--- config.mk ---
export PLATFORM = sky130hd
export DESIGN_NAME = pico_mem_arbiter
export DESIGN_NICKNAME = d
export VERILOG_FILES = /design/src/rtl/pico_mem_arbiter.sv
export SDC_FILE = /design/constraint.sdc
export NUM_CORES = 1
export LEC_CHECK = 0
export ABC_AREA = 1
export CAP_MARGIN = 20
export CORE_AREA = 2 2 163 165
export CTS_BUF_LIST = sky130_fd_sc_hd__clkbuf_4
export DETAILED_ROUTE_END_ITERATION = 8
export DIE_AREA = 0 0 165 167
export DONT_BUFFER_PORTS = 1
export SYNTH_ARGS = -nofsm -noshare
export SYNTH_HDL_FRONTEND = slang
export SYNTH_SLANG_ARGS = --single-unit
--- constraint.sdc ---
create_clock -name clk -period 4.7 [get_ports clk]
set_input_delay 0.705 -clock clk [delete_from_list [all_inputs] [get_ports clk]]
set_output_delay 0.705 -clock clk [all_outputs]
set_load 0.005 [all_outputs]
--- src/rtl/pico_mem_arbiter.sv ---
// Round-robin arbiter sharing one picorv32 native memory port among NUM_REQ cores.
// Optional watchdog: define PICO_MEM_ARB_TIMEOUT_EN (adds the timeout_err port).
module pico_mem_arbiter #(
    parameter int NUM_REQ        = 4,
    parameter int TIMEOUT_CYCLES = 1024
) (
    input  logic                       clk,
    input  logic                       rst,
    input  logic [NUM_REQ-1:0]         req_valid,
    input  logic [NUM_REQ-1:0]         req_instr,
    output logic [NUM_REQ-1:0]         req_ready,
    input  logic [NUM_REQ*32-1:0]      req_addr,
    input  logic [NUM_REQ*32-1:0]      req_wdata,
    input  logic [NUM_REQ*4-1:0]       req_wstrb,
    output logic [31:0]                req_rdata,
    output logic                       dn_valid,
    output logic                       dn_instr,
    input  logic                       dn_ready,
    output logic [31:0]                dn_addr,
    output logic [31:0]                dn_wdata,
    output logic [3:0]                 dn_wstrb,
    input  logic [31:0]                dn_rdata,
    output logic [$clog2(NUM_REQ)-1:0] grant_id,
    output logic                       busy
`ifdef PICO_MEM_ARB_TIMEOUT_EN
    ,
    output logic                       timeout_err
`endif
);
    localparam int IDW = $clog2(NUM_REQ);

    typedef enum logic {ST_IDLE, ST_BUSY} state_t;

    state_t         r_state, w_next;
    logic [IDW-1:0] r_grant, r_rr_ptr, w_sel;
    logic           w_any, w_done, w_timeout;
    logic [31:0]    w_dist, w_best;

    // Pick the requester closest after rr_ptr on the ring (distance 0 = rr_ptr+1).
    always_comb begin
        w_any  = 1'b0;
        w_sel  = '0;
        w_best = 32'(NUM_REQ);
        w_dist = '0;
        for (int unsigned i = 0; i < NUM_REQ; i++) begin
            w_dist = (i > 32'(r_rr_ptr)) ? i - 32'(r_rr_ptr) - 32'd1
                                         : i + 32'(NUM_REQ) - 32'(r_rr_ptr) - 32'd1;
            if (req_valid[i] && (w_dist < w_best)) begin
                w_any  = 1'b1;
                w_best = w_dist;
                w_sel  = IDW'(i);
            end
        end
    end

    always_comb begin
        w_next    = r_state;
        dn_valid  = 1'b0;
        dn_instr  = 1'b0;
        dn_addr   = '0;
        dn_wdata  = '0;
        dn_wstrb  = '0;
        req_ready = '0;
        req_rdata = '0;
        w_done    = 1'b0;
        case (r_state)
            ST_IDLE: begin
                if (w_any) w_next = ST_BUSY;
            end
            ST_BUSY: begin
                dn_valid = 1'b1;
                for (int unsigned i = 0; i < NUM_REQ; i++) begin
                    if (r_grant == IDW'(i)) begin
                        dn_instr = req_instr[i];
                        dn_addr  = req_addr[32*i +: 32];
                        dn_wdata = req_wdata[32*i +: 32];
                        dn_wstrb = req_wstrb[4*i +: 4];
                    end
                end
                // A real response in the limit cycle takes precedence over the watchdog.
                if (dn_ready || w_timeout) begin
                    w_done    = 1'b1;
                    w_next    = ST_IDLE;
                    req_rdata = dn_ready ? dn_rdata : 32'hDEAD_BEEF;
                    for (int unsigned i = 0; i < NUM_REQ; i++) begin
                        req_ready[i] = (r_grant == IDW'(i));
                    end
                end
            end
            default: w_next = ST_IDLE;
        endcase
    end

    always_ff @(posedge clk or posedge rst) begin
        if (rst) begin
            r_state  <= ST_IDLE;
            r_grant  <= '0;
            r_rr_ptr <= IDW'(NUM_REQ - 1);
        end else begin
            r_state <= w_next;
            if ((r_state == ST_IDLE) && w_any) r_grant <= w_sel;
            if (w_done) r_rr_ptr <= r_grant;
        end
    end

    assign grant_id = r_grant;
    assign busy     = (r_state == ST_BUSY);

`ifdef PICO_MEM_ARB_TIMEOUT_EN
    localparam int CW = $clog2(TIMEOUT_CYCLES) + 1;

    logic [CW-1:0] r_to_cnt;
    logic          r_timeout_err;

    assign w_timeout   = (r_state == ST_BUSY) && !dn_ready && (r_to_cnt == CW'(TIMEOUT_CYCLES - 1));
    assign timeout_err = r_timeout_err;

    always_ff @(posedge clk or posedge rst) begin
        if (rst) begin
            r_to_cnt      <= '0;
            r_timeout_err <= 1'b0;
        end else begin
            if (r_state != ST_BUSY) r_to_cnt <= '0;
            else if (!dn_ready)     r_to_cnt <= r_to_cnt + CW'(1);
            if (w_timeout) r_timeout_err <= 1'b1;
        end
    end
`else
    logic w_unused_timeout;

    assign w_timeout        = 1'b0;
    assign w_unused_timeout = (TIMEOUT_CYCLES > 0);
`endif

endmodule
=== Word level (Yosys, flattened, before mapping) ===
Cells that the tools add are included.
W data, S select, Z words.

* Logic and storage cells: 77
* Input port bits: 315
* Register bits after elaboration: 5
* Output and inout port bits: 109

* Add/sub/neg operators: 14
* Equal/unequal tests: 3
* $lt $le $gt $ge: 7
* Mux-type cells: 43
* Bitwise gates (word level): 1
* Reduce and logical (&&, ||, !) cells: 6

{| class="wikitable"
|+ Operators by type and width
! cell !! number
|-
| $mux W32 || 18
|-
| $lt A32 B32 Y1 || 3
|-
| $lt A32 B3 Y1 const B || 1
|-
| $mux W4 || 7
|-
| $sub A4 B2 Y5 const B || 4
|-
| $sub A3 B2 Y4 const A || 4
|-
| $mux W1 || 15
|-
| $sub A3 B2 Y4 const B || 3
|-
| $sub A2 B2 Y3 const A || 2
|-
| $logic_and A1 B1 Y1 || 5
|-
| $eq A2 B2 Y1 const B || 2
|-
| $gt A2 B2 Y1 const A || 2
|-
| $mux W2 || 2
|-
| $sub A1 B2 Y3 const A || 1
|-
| $eq A2 B1 Y1 const B || 1
|-
| $gt A1 B2 Y1 const A || 1
|-
| $logic_not A2 Y1 || 1
|-
| $pmux W1 S2 || 1
|-
| $not A1 Y1 || 1
|}

=== Logic depth before layout (Yosys ltp) ===
* Depth after elaboration: 16
* Gate-level depth with buffers: 35
* Gate-level depth less buffers: 35

=== Worst setup path after synthesis ===
OpenSTA, ideal clock, no wires.

* Path type: reg-to-reg
* Start point: register r_rr_ptr[0]
* End point: register r_grant[0] (netlist: grant_id[0])
* Library setup time: 116 ps
* Arrival: 3420 ps
* Path buffers: 0
* Stages on the path, launching flop included: 34
* Setup slack: 1164 ps
* Data required time: 4584 ps
* Cell sequence: dfstp_2 -> inv_2 -> ha_1 -> nand2_1 -> inv_1 -> ha_1 -> nand2_1 -> inv_2 -> nand2_1 -> nand2_1 -> nand2_2 -> nand2_2 -> inv_1 -> nor2_1 -> a21oi_2 -> ha_1 -> a211o_2 -> inv_2 -> nand2_1 -> nand2_2 -> nand2_4 -> inv_4 -> nand2_1 -> ha_1 -> o21ai_0 -> nor2_1 -> nand2_1 -> nand2_1 -> nand2_1 -> nand2_1 -> nand2_1 -> nand2_1 -> nand2_1 -> nand2_1

* Cells in the longest elaborated chain, start to end: 15

{| class="wikitable"
|+ Ends and longest elaborated chain
! element !! RTL line !! RTL
|-
| start, declared || 35 || <nowiki>logic [IDW-1:0] r_grant, r_rr_ptr, w_sel;</nowiki>
|-
| start signal, assigned || 98 || <nowiki>r_rr_ptr <= IDW'(NUM_REQ - 1);</nowiki>
|-
| start signal, assigned || 102 || <nowiki>if (w_done) r_rr_ptr <= r_grant;</nowiki>
|-
| $sub A3 B2 Y4 || 47 || <nowiki>: i + 32'(NUM_REQ) - 32'(r_rr_ptr) - 32'd1;</nowiki>
|-
| $sub A4 B2 Y5 || 47 ||
|-
| $lt A32 B3 Y1 || 48 || <nowiki>if (req_valid[i] && (w_dist < w_best)) begin</nowiki>
|-
| $logic_and A1 B1 Y1 || 48 ||
|-
| $mux W32 || 48 ||
|-
| $lt A32 B32 Y1 || 48 ||
|-
| $logic_and A1 B1 Y1 || 48 ||
|-
| $mux W32 || 48 ||
|-
| $lt A32 B32 Y1 || 48 ||
|-
| $logic_and A1 B1 Y1 || 48 ||
|-
| $mux W32 || 48 ||
|-
| $lt A32 B32 Y1 || 48 ||
|-
| $logic_and A1 B1 Y1 || 48 ||
|-
| $mux W1 || 48 ||
|-
| $logic_and A1 B1 Y1 || 101 || <nowiki>if ((r_state == ST_IDLE) && w_any) r_grant <= w_sel;</nowiki>
|-
| end signal, assigned || 101 ||
|-
| end, declared || 35 ||
|}

Parallel ways exist; a longest one is shown, timed or not.
A chain may end at the register's enable or synchronous reset.

=== Worst setup path in the final report ===
Ends and elaborated chain as after synthesis.

==> impl_metrics.ini <==
[timing]
finalSetupViolCount = 0
tns_ns = 0
slew_headroom = 0.387
drv_slew = 0
fin_crit_ns = 3.92
fin_ws_ns = 0.785
fin_worst_skew_ns = 0.00389
period_share = 0.833
rsz0062_at_grt = no
max_freq_ghz = 0.255
worstMarginPinSlew_ns = 0.919
report.final.hold_viol_count = 0

[worst_setup_path]
max_stage_delay_ns = 0.58
ff2ff_path_depth = 32
required_ns = 4.82
r2r_slack_ns = 0.78
reg2reg_to = grant_id[0]
cp_max_fo = 9
crit_arrival_ns = 4.04
worst_path_most_repeated_cell = nand2_1
rr_startpoint = r_rr_ptr[0]
critPathLaunchType = flip-flop
crit_type = flip-flop to flip-flop
endpoint_kind = flip-flop
slowest_stage = dfstp_2

[clock_network]
postCtsSetupBuffers = 0
clk_pin_slew_ns = 0.05
clkSinkCount = 5
cts-htree-levels = 1
numCtsBuffers = 3
postCtsHoldBufs = 0
cts_max_path_buffers = 2
clockRootBuffer = clkbuf_4
ctsResizeCount = 0
cts_tree = done
clock_latency_ns = 0.24

[place]
dp_cells = 930
place_congestion = 0.902
io_buffer_count = 0
pre_cts_slack_ns = 0.818
dp_hpwl_mm = 13.1

[synth]
synth_top_flop_cell = dfrtp_1
synth_cell_types = 36
synth_top_cells_by_area = nand3_1 (12%), nor2_1 (12%), nand2_1 (11%), o211ai_1 (8.6%), ha_1 (7.5%)
yosysSeqAreaShare = 0.0384
synth_enable_flop_cells = 0
yosys.area.top_type_share = 0.124
syn_area_per_cell_um2 = 5.19
synth_top_area_cell = nand3_1
ys_ff_latch = 5
yosys_warnings = 0
netlist_area_um2 = 3320
netlist_instances = 639
synth-async-reset-ratio = 1.00

[status]
status = completed

[global_route]
grt_pass1_wl_mm = 22.4
grt_pass1_vias = 3759
grtUsageTotal = 0.107
grt_antenna_before_repair = 3
grt_overflow = 0
grt_max_degree = 85

[power_and_ir_drop]
power_mw = 2.53
p_leak_nw = 1.64
powerDensity_nw_per_um2 = 697
irDropWorstVdd_v = 0.000271

[detailed_routing]
dr.pass1.iters = 5
drcViolationCount = 0
ant_nets = 0
wl_per_cell_um = 17.8
initialDrtViolationCount = 351
drt_wl_total_mm = 16.7
vias = 4509
vias_per_cell = 4.82

[floorplanning]
dieHeight_um = 167
rows = 59
dieArea_um2 = 27600
start_util = 0.129
die_x_um = 165
core_area_um2 = 25800
ioPinCount = 424

[cells_and_area]
area_delta_synth_final_pct = 9.35
nFillCells = 2954
seq_area_um2 = 134
nets = 936
fin_cells = 936
multiInputGateArea_um2 = 2600
layout-drive-gt1-share = 0.120

[hold_path]
hp-class = input pin to async pin

[run]
cap_violations = 0
==> cell usage in the layout (no fill, tap or decap), types with 2 or more instances in the layout <==
| cell type | count |
|---|---|
| conb_1 | 8 |
| o221ai_1 | 27 |
| o21a_1 | 2 |
| nor2_4 | 2 |
| buf_4 | 5 |
| o21ai_1 | 18 |
| o211ai_1 | 38 |
| o21ai_0 | 36 |
| o22ai_1 | 4 |
| nand3_1 | 82 |
| clkbuf_4 | 4 |
| dfstp_2 | 2 |
| a21oi_1 | 28 |
| nor3_1 | 4 |
| inv_1 | 53 |
| nand2_1 | 100 |
| ha_1 | 20 |
| nand2_2 | 6 |
| inv_2 | 41 |
| dfrtp_2 | 2 |
| nor2_1 | 105 |
==> worst max-delay path by stage <==
stage	startpoint	to	slack, ns
3_5_place_dp	r_rr_ptr[0]	grant_id[0]	0.82
6_report	r_rr_ptr[0]	grant_id[0]	0.78
3_3_place_gp	r_rr_ptr[0]	grant_id[0]	0.94
5_1_grt	r_rr_ptr[0]	grant_id[0]	0.39
2_1_floorplan	r_rr_ptr[0]	grant_id[0]	1.16
4_1_cts	r_rr_ptr[0]	grant_id[0]	0.79
==> synth_stat cells, types with 18 or more instances <==
cell type and number:
nor2_1 106, nand2_1 101, nand3_1 82, inv_1 53, clkbuf_1 49, inv_2 41
o211ai_1 38, o21ai_0 36, a21oi_1 28, o221ai_1 27, ha_1 20, o21ai_1 18
==> cells by family after synthesis <==
family | synth area share
flip-flops | 0.0384
AND/OR/NAND/NOR | 0.391
XOR/XNOR | 0.00528
buffers and inverters | 0.187
other | 0.00226
AO/OA/AOI/OAI | 0.300
adder cells (fa/ha/maj) | 0.0754
==> registers in the layout, summed over array words and instances (netlist names) <==
signal / flops
grant_id: 2
busy: 1
r_rr_ptr: 2
==> per-stage QoR <==
stage,instance area (um2),hold WS [ns],utilization
floorplan,3340,0.482,-
global placement,3570,0.506,0.139
detailed placement,3570,0.514,0.139
CTS,3600,0.265,0.140
global route,3630,0.273,0.141
finish,3630,0.265,0.141
==> layout make-up <==
class,count,area share
diodes,1,0.000689
clock buffers,4,0.00827
inverters,96,0.104
multi-input cells,489,0.717
flip-flops and latches,5,0.0369
well taps,335,0.115
repair buffers,6,0.0179
==> worst max-delay path, delay by kind of cell (launching register included) <==
family / cells / cell delay (ns)
flops: 1 / 0.58
compound gates: 3 / 0.44
buf+inv: 5 / 0.35
fa+ha+maj: 4 / 0.89
simple gates: 20 / 1.54
==> per-layer routing <==
layer,vias to the layer above,GRT usage,part of all wire
li1,2045,-,-
met1,2081,0.135,0.40
met2,357,0.173,0.46
met3,22,0.0334,0.11
met4,4,0.0321,0.021
met5,-,0,0.0018
==> power by group <==
part           internal, mW  total, mW  switching, mW
clock network        0.0379     0.0555         0.0177
registers            0.0715      0.218          0.147
logic                 0.713       2.26           1.54
total                 0.822       2.53           1.71
Power figures use the tool's default switching activity.
